[src/rtl/mux_scan_n_if.sv]
// mux_scan_n_if: request/response bundle for the mux_scan_n channel selector.
// The slave modport is the selector; the master modport is its driver/consumer.
// When MUX_SCAN_CHAN_TAG_EN is defined the bundle also carries out_chan.
interface mux_scan_n_if #(
   parameter int N_CH   = 8,
   parameter int DATA_W = 16
);
   localparam int SEL_W = $clog2(N_CH);

   logic [N_CH*DATA_W-1:0] data_in;
   logic [SEL_W-1:0]       sel_in;
   logic                   mode;
   logic [SEL_W:0]         scan_len;
   logic                   start;
   logic [DATA_W-1:0]      out_data;
   logic                   out_valid;
   logic                   out_ready;
   logic                   busy;
   logic                   done;
`ifdef MUX_SCAN_CHAN_TAG_EN
   logic [SEL_W-1:0]       out_chan;
`endif

   modport slave (
      input  data_in, sel_in, mode, scan_len, start, out_ready,
      output out_data, out_valid, busy, done
`ifdef MUX_SCAN_CHAN_TAG_EN
      , output out_chan
`endif
   );

   modport master (
      output data_in, sel_in, mode, scan_len, start, out_ready,
      input  out_data, out_valid, busy, done
`ifdef MUX_SCAN_CHAN_TAG_EN
      , input out_chan
`endif
   );
endinterface

[src/rtl/mux_scan_n.sv]
// mux_scan_n: registered N:1 channel selector with manual and auto-scan modes
// and a valid/ready output stream. Define MUX_SCAN_CHAN_TAG_EN to also emit
// the index of the driven channel on out_chan.
module mux_scan_n #(
   parameter int N_CH   = 8,
   parameter int DATA_W = 16
) (
   input  logic        clk,
   input  logic        rst,
   mux_scan_n_if.slave bus
);
   localparam int SEL_W = $clog2(N_CH);
   localparam logic [SEL_W:0] N_CH_C = (SEL_W+1)'(N_CH);
   localparam logic [SEL_W:0] ONE    = (SEL_W+1)'(1);

   typedef enum logic [1:0] {IDLE, LOAD, WAIT} state_t;

   state_t            state, state_nxt;
   logic              scan_mode;
   logic [SEL_W-1:0]  sel_lat;
   logic [SEL_W:0]    len_lat;
   logic [SEL_W:0]    cnt;
   logic [SEL_W:0]    idx;
   logic [SEL_W:0]    len_eff;
   logic [DATA_W-1:0] chan_word;
   logic [DATA_W-1:0] data_reg;
   logic              valid_reg;
   logic              done_reg;
   logic              last_beat;
`ifdef MUX_SCAN_CHAN_TAG_EN
   logic [SEL_W-1:0]  chan_reg;
`endif

   // Length 0 or beyond the channel count means "scan everything".
   assign len_eff   = (bus.scan_len == '0 || bus.scan_len > N_CH_C) ? N_CH_C : bus.scan_len;
   assign idx       = scan_mode ? cnt : {1'b0, sel_lat};
   assign last_beat = (cnt + ONE) >= len_lat;

   // Channel mux; an index with no matching channel yields zero.
   always_comb begin
      chan_word = '0;
      for (int k = 0; k < N_CH; k++)
         if (idx == (SEL_W+1)'(k)) chan_word = bus.data_in[k*DATA_W +: DATA_W];
   end

   // State register.
   always_ff @(posedge clk) begin
      if (rst) state <= IDLE;
      else     state <= state_nxt;
   end

   // Next-state: valid is always 1 in WAIT, so out_ready alone completes the handshake.
   always_comb begin
      state_nxt = state;
      case (state)
         IDLE:    if (bus.start) state_nxt = LOAD;
         LOAD:    state_nxt = WAIT;
         WAIT:    if (bus.out_ready) state_nxt = (!scan_mode || last_beat) ? IDLE : LOAD;
         default: state_nxt = IDLE;
      endcase
   end

   // Operation latches, scan counter and registered output beat.
   always_ff @(posedge clk) begin
      if (rst) begin
         scan_mode <= 1'b0;
         sel_lat   <= '0;
         len_lat   <= '0;
         cnt       <= '0;
         data_reg  <= '0;
         valid_reg <= 1'b0;
         done_reg  <= 1'b0;
`ifdef MUX_SCAN_CHAN_TAG_EN
         chan_reg  <= '0;
`endif
      end else begin
         done_reg <= 1'b0;
         case (state)
            IDLE: if (bus.start) begin
               scan_mode <= bus.mode;
               sel_lat   <= bus.sel_in;
               len_lat   <= len_eff;
               cnt       <= '0;
            end
            LOAD: begin
               // data_in is sampled here, not when start was taken.
               data_reg  <= chan_word;
               valid_reg <= 1'b1;
`ifdef MUX_SCAN_CHAN_TAG_EN
               chan_reg  <= idx[SEL_W-1:0];
`endif
            end
            WAIT: if (bus.out_ready) begin
               valid_reg <= 1'b0;
               if (!scan_mode || last_beat) begin
                  done_reg <= 1'b1;
                  cnt      <= '0;
               end else begin
                  cnt <= cnt + ONE;
               end
            end
            default: ;
         endcase
      end
   end

   assign bus.out_data  = data_reg;
   assign bus.out_valid = valid_reg;
   assign bus.done      = done_reg;
   assign bus.busy      = (state != IDLE);
`ifdef MUX_SCAN_CHAN_TAG_EN
   assign bus.out_chan  = chan_reg;
`endif
endmodule

[src/flat_wrapper.sv]
// flat-port wrapper written by rule: the top's interface ports become plain ports
module mux_scan_n_flat 
#(
   parameter int N_CH   = 8,
   parameter int DATA_W = 16
)
  (clk, rst, bus_data_in, bus_sel_in, bus_mode, bus_scan_len, bus_start, bus_out_ready, bus_out_data, bus_out_valid, bus_busy, bus_done);
  mux_scan_n_if #(.N_CH(N_CH), .DATA_W(DATA_W)) bus_i ();
  input  logic clk;
  input  logic rst;
  input wire logic [$bits(bus_i.data_in)-1:0] bus_data_in;
  input wire logic [$bits(bus_i.sel_in)-1:0] bus_sel_in;
  input wire logic [$bits(bus_i.mode)-1:0] bus_mode;
  input wire logic [$bits(bus_i.scan_len)-1:0] bus_scan_len;
  input wire logic [$bits(bus_i.start)-1:0] bus_start;
  input wire logic [$bits(bus_i.out_ready)-1:0] bus_out_ready;
  output wire logic [$bits(bus_i.out_data)-1:0] bus_out_data;
  output wire logic [$bits(bus_i.out_valid)-1:0] bus_out_valid;
  output wire logic [$bits(bus_i.busy)-1:0] bus_busy;
  output wire logic [$bits(bus_i.done)-1:0] bus_done;
  assign bus_i.data_in = bus_data_in;
  assign bus_i.sel_in = bus_sel_in;
  assign bus_i.mode = bus_mode;
  assign bus_i.scan_len = bus_scan_len;
  assign bus_i.start = bus_start;
  assign bus_i.out_ready = bus_out_ready;
  assign bus_out_data = bus_i.out_data;
  assign bus_out_valid = bus_i.out_valid;
  assign bus_busy = bus_i.busy;
  assign bus_done = bus_i.done;
  mux_scan_n #(.N_CH(N_CH), .DATA_W(DATA_W)) u_core (.clk(clk), .rst(rst), .bus(bus_i));
endmodule
[config.mk]
export PLATFORM = sky130hd
export DESIGN_NAME = mux_scan_n_flat
export DESIGN_NICKNAME = d
export VERILOG_FILES = /design/src/rtl/mux_scan_n_if.sv /design/src/rtl/mux_scan_n.sv /design/src/flat_wrapper.sv
export SDC_FILE = /design/constraint.sdc
export NUM_CORES = 1
export LEC_CHECK = 0
export CAP_MARGIN = 20
export CORE_UTILIZATION = 31
export CTS_BUF_LIST = sky130_fd_sc_hd__clkbuf_4 sky130_fd_sc_hd__clkbuf_8 sky130_fd_sc_hd__clkbuf_16
export CTS_CLUSTER_DIAMETER = 60
export DETAILED_ROUTE_END_ITERATION = 8
export MAX_ROUTING_LAYER = met4
export PLACE_DENSITY = 0.68
export SYNTH_ARGS = -nofsm -noshare
export SYNTH_HDL_FRONTEND = slang
export SYNTH_SLANG_ARGS = --single-unit
[constraint.sdc]
create_clock -name clk -period 2.7 [get_ports clk]
set_clock_uncertainty 0.1 [all_clocks]
set_input_delay 0.405 -clock clk [delete_from_list [all_inputs] [get_ports clk]]
set_output_delay 0.405 -clock clk [all_outputs]
set_load 0.03 [all_outputs]
Word-level counts from Yosys, hierarchy flattened
Index checks and enable logic that the tools add are counted.

word-level totals
  word-level logic and storage cells = 59
  bits in registers = 32
  output and inout bits = 19

operators by class
  bitwise logic cells = 2
  muxes and demuxes = 21
  order comparisons = 2
  add/sub/neg operators = 1
  eq/ne operators = 11
  reductions and logical operators = 14

operator list
  operator             count
  $mux 16              8
  $mux 4               5
  $eq 4x3->1 const B   4
  $eq 4x2->1 const B   2
  $logic_not 4->1      2
  $pmux 4 s2           1
  $pmux 2 s3           1
  $reduce_and 2->1     3
  $reduce_bool 2->1    3
  $add 4x1->4 const B  1
  $eq 4x1->1 const B   1
  $ge 4x4->1           1
  $gt 4x4->1 const B   1
  $mux 2               2
  $ne 2x2->1 const B   2
  $mux 1               3
  $reduce_and 3->1     1
  $reduce_or 3->1      1
  $eq 2x1->1 const B   1
  $eq 2x2->1 const B   1
  $logic_not 2->1      1
  $logic_or 1x1->1     2
  $not 1->1            2
  $pmux 1 s2           1
  $logic_not 1->1      1

Depth between registers and ports, before layout
Gate-level depths: netlist of the first run.

  depth after elaboration = 10
  depth in mapped cells = 8
  depth with buffers taken out = 8

Least setup slack after synthesis of the first run
No wires, ideal clock.

  path type = register to register
  from = register u_core.cnt[2]
  to = register u_core.cnt[3]
  data arrival time = 1.808 ns
  path slack = 0.721 ns
  buffers on the path = 1
  cell stages (with the launch flop) = 9
  period minus slack after synthesis = 1.979 ns
  cells stage by stage = dfxtp_1 clkbuf_1 nand3_1 xnor2_1 ha_1 a211oi_1 o211ai_1 nand2b_1 a21oi_1

between the ends
  longest elaborated chain between the ends = 6

RTL lines
  item                    RTL line                            RTL
  start, declared         mux_scan_n.sv:22                    logic [SEL_W:0] cnt;
  start signal, assigned  mux_scan_n.sv:99                    cnt <= cnt + ONE;
  $add 4x1->4 *           mux_scan_n.sv:37, mux_scan_n.sv:99
  $ge 4x4->1              mux_scan_n.sv:37                    assign last_beat = (cnt + ONE) >= len_lat;
  $logic_or 1x1->1        mux_scan_n.sv:95                    if (!scan_mode || last_beat) begin
  $mux 4 *                mux_scan_n.sv:95
  $mux 4 *                mux_scan_n.sv:93                    WAIT: if (bus.out_ready) begin
  $pmux 4 s2 *            mux_scan_n.sv:78                    case (state)

Every way passes the cells marked *; elsewhere a longest branch is shown, timed or not. The select of a mux whose other input is x is not followed.
A chain may end at the register's enable or synchronous reset.

Worst setup path after layout of the first run
  from = register u_core.scan_mode
  to = register u_core.data_reg[1] (netlist: u_core.bus.out_data[1])

between the ends
  longest elaborated chain between the ends = 10
  elaborated cells on any way between the ends = 17
  those cells by class = 7 x eq/ne; 9 x mux; 1 x reduce/logical

RTL lines
  item                    RTL line          RTL
  start, declared         mux_scan_n.sv:19  logic scan_mode;
  start signal, assigned  mux_scan_n.sv:80  scan_mode <= bus.mode;
  $mux 4 *                mux_scan_n.sv:36  assign idx = scan_mode ? cnt : {1'b0, sel_lat};
  $logic_not 4->1         mux_scan_n.sv:43  if (idx == (SEL_W+1)'(k)) chan_word = bus.data_in[k*DATA_W +: DATA_W];
  $mux 16 (7 in a row)    mux_scan_n.sv:43
  $mux 16 *               mux_scan_n.sv:43
  end signal, assigned    mux_scan_n.sv:87  data_reg <= chan_word;
  end, declared           mux_scan_n.sv:26  logic [DATA_W-1:0] data_reg;

Every way passes the cells marked *; elsewhere a longest branch is shown, timed or not.

==> flow_summary.yaml, run 1 <==
global_routing:
  grt_use_met3_pct: 4.50
  busiest_layer: "met2"
  grtUsageMet1_pct: 28.5
  grt_pass1_wl_um: 16300
  first_global_vias: 3194
  overflow: 0
  grt_util_all_layers_pct: 23.9
  grt_max_degree: 46
  antenna_found_initial: 0
  use_met2_pct: 41.2
floorplan:
  fp.dieW_um: 95.9
  start_util_pct: 32.6
  die_h_um: 95.9
  rows: 33
  dieArea_um2: 9200
  pin_count: 159
  coreArea_um2: 8380
critical_path:
  cp_num_buf_inv: 0
  critPathLaunch: "u_core.scan_mode$_SDFFE_PP0P_"
  max_stage_delay_ns: 0.83
  path_class: "flop to flop"
  cpMaxStageDelayCell: "o21ai_1"
  crit_family: "compound AO/OA/AOI/OAI gates"
  reg2reg_slack_ns: 0.17
  cp_cell_sequence: "nor3b_1 > o21ai_1 > nand2_1 > o22ai_1 > a211oi_1"
  crit_required_ns: 2.77
  reg2reg_to: "u_core.bus.out_data[1]$_SDFFE_PP0P_"
  cp-start-kind: "flop"
  worstRegToRegCells: 5
  crit_end: "u_core.bus.out_data[1]$_SDFFE_PP0P_"
  r2r_start: "u_core.scan_mode$_SDFFE_PP0P_"
  critPathMaxFanout: 14
  endpoint_kind: "flop"
  cp.arrival_ns: 2.60
  path_depth: 5
power:
  vdd_drop_max_mv: 0.249
  finalPower_mw: 1.50
  p_leak_nw: 1.55
  power.density_nw_per_um2: 337
timing:
  period_needed_ns: 2.53
  tightest_slew_ns: 1.02
  finalMaxSlewViolations: 0
  fin_setup_tns_ns: 0
  relSlewSlack_pct: 31.8
  hold_viol: 0
  hold_ws_ns: 0.359
  rsz0062_at_grt: "false"
  fmax_ghz: 0.395
  finalCritPeriodShare_pct: 93.8
  setup_viol: 0
route:
  drtAntennaViolNets: 0
  vias: 3348
  drtIter0Drc: 113
  drc: 0
  drtPass1Iterations: 4
  vias_per_cell: 5.63
  routed_wl_um: 11200
  routedWlPerCell_um: 18.9
finish:
  areaGrowthSynthToFinish_pct: 62.7
  antenna_cells: 0
  drive_above_1_share_pct: 5.71
  fillCellCount: 787
  largest_register_ffs: 16
  layout.nets: 634
clocking:
  clk_pin_slew_ns: 0.08
  post-cts-setup-buffer-count: 0
  numCtsBuffers: 5
  cts_root_buf: "clkbuf_8"
  htreeDepth: 2
  cts_tree: "yes"
  hold_buffers: 0
  worstSkewPairLatency_ns: 0.29
  ctsResizeCount: 0
  cts_sinks: 32
  clk_path_buf_depth: 2
place:
  dp_hpwl_um: 8860
  gp_congestion: 0.954
  io_buffers: 158
synthesis:
  ys_types: 42
  ys_seq_area_share_pct: 23.4
  synth_seq_cells: 32
  syn_nets: 488
  synth_top_area_share_pct: 23.4
  syn-cell-area_um2: 2740
  synthCells: 343
  syn_area_per_cell_um2: 7.97
  post-synth-top-area-cell: "dfxtp_1"
  synth.area.top_cells: "dfxtp_1 23%, mux2i_1 12%, nor2_1 6.3%"
  yosys_warnings: 0
min_path:
  holdPathStages: 2
  hold_class: "flop to flop"
flow_run:
  cap_violations: 0
outcome:
  status: "completed"
## worst min path at each step
| stage | startpoint | endpoint | slack (ns) |
|---|---|---|---|
| after CTS | u_core.len_lat[1]$_SDFFE_PP0P_ | u_core.len_lat[1]$_SDFFE_PP0P_ | 0.36 |
| after floorplan | u_core.len_lat[1]$_SDFFE_PP0P_ | u_core.len_lat[1]$_SDFFE_PP0P_ | 0.33 |
| final | u_core.len_lat[2]$_SDFFE_PP0P_ | u_core.len_lat[2]$_SDFFE_PP0P_ | 0.36 |
| after global placement | u_core.len_lat[1]$_SDFFE_PP0P_ | u_core.len_lat[1]$_SDFFE_PP0P_ | 0.34 |
| after detailed placement | u_core.len_lat[1]$_SDFFE_PP0P_ | u_core.len_lat[1]$_SDFFE_PP0P_ | 0.35 |
| after global routing | u_core.len_lat[1]$_SDFFE_PP0P_ | u_core.len_lat[1]$_SDFFE_PP0P_ | 0.40 |
## kinds of logic after synthesis
| family | Yosys count | synth area share, % |
|---|---|---|
| AO/OA/AOI/OAI | 120 | 33.4 |
| buffers and inverters | 34 | 6.86 |
| XOR/XNOR | 1 | 0.320 |
| multiplexers | 38 | 14.4 |
| adder cells (fa/ha/maj) | 5 | 2.29 |
| flip-flops | 32 | 23.4 |
| AND/OR/NAND/NOR | 113 | 19.3 |
## worst register-to-register path: cells and delay by family, from the launching register on
family	cells	cell delay, ns
AND/OR/NAND/NOR	2	0.44
flip-flops	1	0.67
AO/OA/AOI/OAI	3	1.21
## layout by cell type (no fill, tap or decap), drive strengths merged, types with 2 or more instances in the layout
cell and count:
clkdlybuf4s50 158, nor2 47, nand2 34, mux2i 33
dfxtp 32, a21oi 25, o22ai 24, a221oi 16
o221a 12, o31a 12, o32ai 12, nand2b 9
buf 9, inv 6, nor3 6, and2 6
a211oi 6, ha 5, clkbuf 5, mux2 5
nand3b 4, o21ai 4, a21o 3, clkinv 3
and3b 2, o21a 2
## metal layers
metal,part of all wire [%],vias up
li1,-,1611
met1,40,1556
met2,48,165
met3,9.2,16
met4,2.1,0
met5,0,-
## stage by stage
stage | setup slack (ns) | utilization [%] | instance area [um^2] | cells
5_1_grt | 0.0440 | 53.1 | 4450 | 595
3_5_place_dp | 0.189 | 52.1 | 4360 | 587
3_3_place_gp | 0.359 | 52.1 | 4360 | 587
4_1_cts | 0.203 | 53.1 | 4450 | 595
6_report | 0.166 | 53.1 | 4450 | 595
2_1_floorplan | 0.721 | - | 2740 | 343
## synth_stat cells
cell type  count
nor2b_1        1
clkbuf_1      16
nor3_1         6
and2_1         6
nand3b_1       4
a211oi_1       5
inv_1          6
mux2i_2        1
nor2_1        46
buf_2          6
and3b_1        2
and4b_1        1
o21ai_0        3
a2bb2oi_1      1
a221oi_1      16
o22ai_1       24
o21ai_1        1
o21bai_1       1
buf_6          4
mux2_2         4
nor2_2         1
a211oi_2       1
a21oi_1       25
o221a_1       12
dfxtp_1       32
o21a_1         2
nand2_4        1
a21o_1         3
buf_8          2
o32a_4         1
ha_1           5
o211ai_1       1
nand3_1        1
nor3b_1        1
o31a_1        12
nand2b_1       9
mux2_4         1
mux2i_1       32
o32ai_1       12
nand2_1       33
xnor2_1        1
and4bb_2       1
## layout make-up
type / instances / area, um^2 / area share [%]
Multi-Input combinational cell: 277 / 1910 / 42.8
Timing Repair Buffer: 167 / 1660 / 37.3
Sequential cell: 32 / 641 / 14.4
Tap cell: 105 / 131 / 2.95
Clock buffer: 5 / 68.8 / 1.55
Inverter: 6 / 22.5 / 0.506
Clock inverter: 3 / 18.8 / 0.422
## where the power goes
part	switching (mW)	internal, mW	leakage (nW)	total, mW
combinational	0.263	0.343	1.24	0.606
sequential	0.0234	0.499	0.261	0.523
clock	0.193	0.180	0.0479	0.373
(Power assumes the default switching activity.)
==> inputs of run 2 (changes only) <==
Settings changed: CORE_UTILIZATION 31 to 39, PLACE_DENSITY 0.68 to 0.82.
==> run 2 against run 1 <==
Net effect:
- fmax increased by 3.5%
- die area fell by 20%
- critical path depth unchanged
- critical endpoint is now u_core.bus.out_data[3]$_SDFFE_PP0P_
==> flow_summary.yaml, run 2 (synthesis gave the netlist of run 1 again) <==
timing:
  hold_viol: 0
  rsz0062_at_grt: "false"
  finalCritPeriodShare_pct: 90.6
  tightest_slew_ns: 0.616
  relSlewSlack_pct: 58.9
  setup_viol: 0
  period_needed_ns: 2.45
  hold_ws_ns: 0.362
  fmax_ghz: 0.409
  fin_setup_tns_ns: 0
  finalMaxSlewViolations: 0
min_path:
  hold_class: "flop to flop"
power:
  vdd_drop_max_mv: 0.375
  clkPwrFrac_pct: 29.9
  power.density_nw_per_um2: 360
  pwr-share-comb_pct: 37.6
  p_int_mw: 1.12
  p_seq_share_pct: 32.5
  swShare_pct: 30.4
  p_switching_mw: 0.489
  p_leak_nw: 1.57
critical_path:
  cp_num_buf_inv: 0
  crit_family: "simple AND/OR/NAND/NOR gates"
  endpoint_kind: "flop"
  max_stage_delay_ns: 0.66
  crit_required_ns: 2.79
  cp_cell_sequence: "nor3b_1 > nor2_2 > and2_1 > a221oi_1 > o32ai_1"
  reg2reg_slack_ns: 0.25
  cpMaxStageDelayCell: "dfxtp_1"
  path_class: "flop to flop"
  cp.arrival_ns: 2.53
  cp-start-kind: "flop"
  critPathMaxFanout: 14
route:
  drtAntennaViolNets: 0
  routedWlPerCell_um: 18.0
  drc: 0
  drtIter0Drc: 251
  drtPass1Iterations: 5
  vias_per_cell: 5.61
  routed_wl_um: 10600
  vias: 3297
finish:
  drive_above_1_share_pct: 6.10
  fillCellCount: 595
  antenna_cells: 0
  areaGrowthSynthToFinish_pct: 63.4
  fin_cells: 588
  mostFrequentLayoutCells: "158 x clkdlybuf4s50_1, 46 x nor2_1, 33 x nand2_1"
  largest_register_ffs: 16
  layout.nets: 636
  final_common_cell: "clkdlybuf4s50_1"
floorplan:
  coreArea_um2: 6790
  dieArea_um2: 7350
  fp.dieW_um: 85.7
  rows: 30
  pin_count: 159
  die_h_um: 85.7
  start_util_pct: 40.3
clocking:
  hold_buffers: 0
  worstSkewPairLatency_ns: 0.29
  post-cts-setup-buffer-count: 0
  clk_path_buf_depth: 2
  cts_tree: "yes"
  numCtsBuffers: 5
  clk_pin_slew_ns: 0.08
  cts_root_buf: "clkbuf_8"
  htreeDepth: 2
  ctsResizeCount: 0
  cts_sinks: 32
global_routing:
  grt_pass1_wl_um: 15900
  grt_max_degree: 33
  grt_util_all_layers_pct: 28.5
  first_global_vias: 3130
  overflow: 0
  antenna_found_initial: 0
flow_run:
  cap_violations: 0
outcome:
  status: "completed"
place:
  io_buffers: 158
  post-place-cells: 580
  gp_congestion: 0.868
  dp_hpwl_um: 8240
run 2: changes by cell type in the layout (fill, tap and decap cells not counted):
cell        before  now
clkinv_4         1    0
bufinv_16        0    1
buf_4            8   11
inv_6            0    1
clkinvlp_4       0    1
clkinv_2         2    0
buf_12           1    0
run 2: worst paths after layout:
| kind | end | from | depth (start not counted) |
|---|---|---|---|
| worst max-delay path | u_core.bus.out_data[3]$_SDFFE_PP0P_ | u_core.scan_mode$_SDFFE_PP0P_ | 5 |
| worst min-delay path | u_core.len_lat[2]$_SDFFE_PP0P_ | u_core.len_lat[2]$_SDFFE_PP0P_ | 2 |
| worst max register to register | u_core.bus.out_data[3]$_SDFFE_PP0P_ | u_core.scan_mode$_SDFFE_PP0P_ | 5 |
| worst min register to register | u_core.len_lat[2]$_SDFFE_PP0P_ | u_core.len_lat[2]$_SDFFE_PP0P_ | 2 |
run 2: power groups by stage:
| stage | registers [mW] | logic [mW] | clock network [mW] |
|---|---|---|---|
| after global placement | 0.532 | 0.599 | 0 |
| after CTS | 0.522 | 0.604 | 0.491 |
| after floorplan | 0.562 | 0.258 | 0 |
| after global routing | 0.525 | 0.642 | 0.519 |
| after detailed placement | 0.533 | 0.600 | 0 |
| final | 0.522 | 0.605 | 0.482 |
run 2: stage by stage:
stage / util [%] / worst slack [ns] / cell area [um^2] / power (mW)
floorplan: - / 0.721 / 2740 / 0.819
global placement: 64.1 / 0.386 / 4350 / 1.13
detailed placement: 64.1 / 0.319 / 4350 / 1.13
CTS: 65.8 / 0.314 / 4470 / 1.62
global route: 65.8 / 0.0477 / 4470 / 1.69
finish: 65.8 / 0.253 / 4470 / 1.61
run 2: worst register-to-register path: stages, from the launching register on:
cell,delay (ns)
dfxtp_1,0.66
nor3b_1,0.17
nor2_2,0.53
and2_1,0.52
a221oi_1,0.10
o32ai_1,0.26
run 2: layout make-up:
type,instances,area [um^2],area share [%]
multi-input cells,277,1910,42.7
repair buffers,169,1660,37.2
flip-flops and latches,32,641,14.3
well taps,96,120,2.69
clock buffers,5,68.8,1.54
clock inverters,3,46.3,1.04
inverters,6,22.5,0.504
run 2: layer usage:
| layer | share of wire [%] | vias to the layer above | global-route usage [%] |
|---|---|---|---|
| met3 | 7.6 | 18 | 5.00 |
| met4 | 2.0 | 0 | 6.52 |
| met5 | 0 | - | - |
| li1 | - | 1608 | - |
| met2 | 47 | 151 | 46.5 |
| met1 | 44 | 1520 | 36.8 |
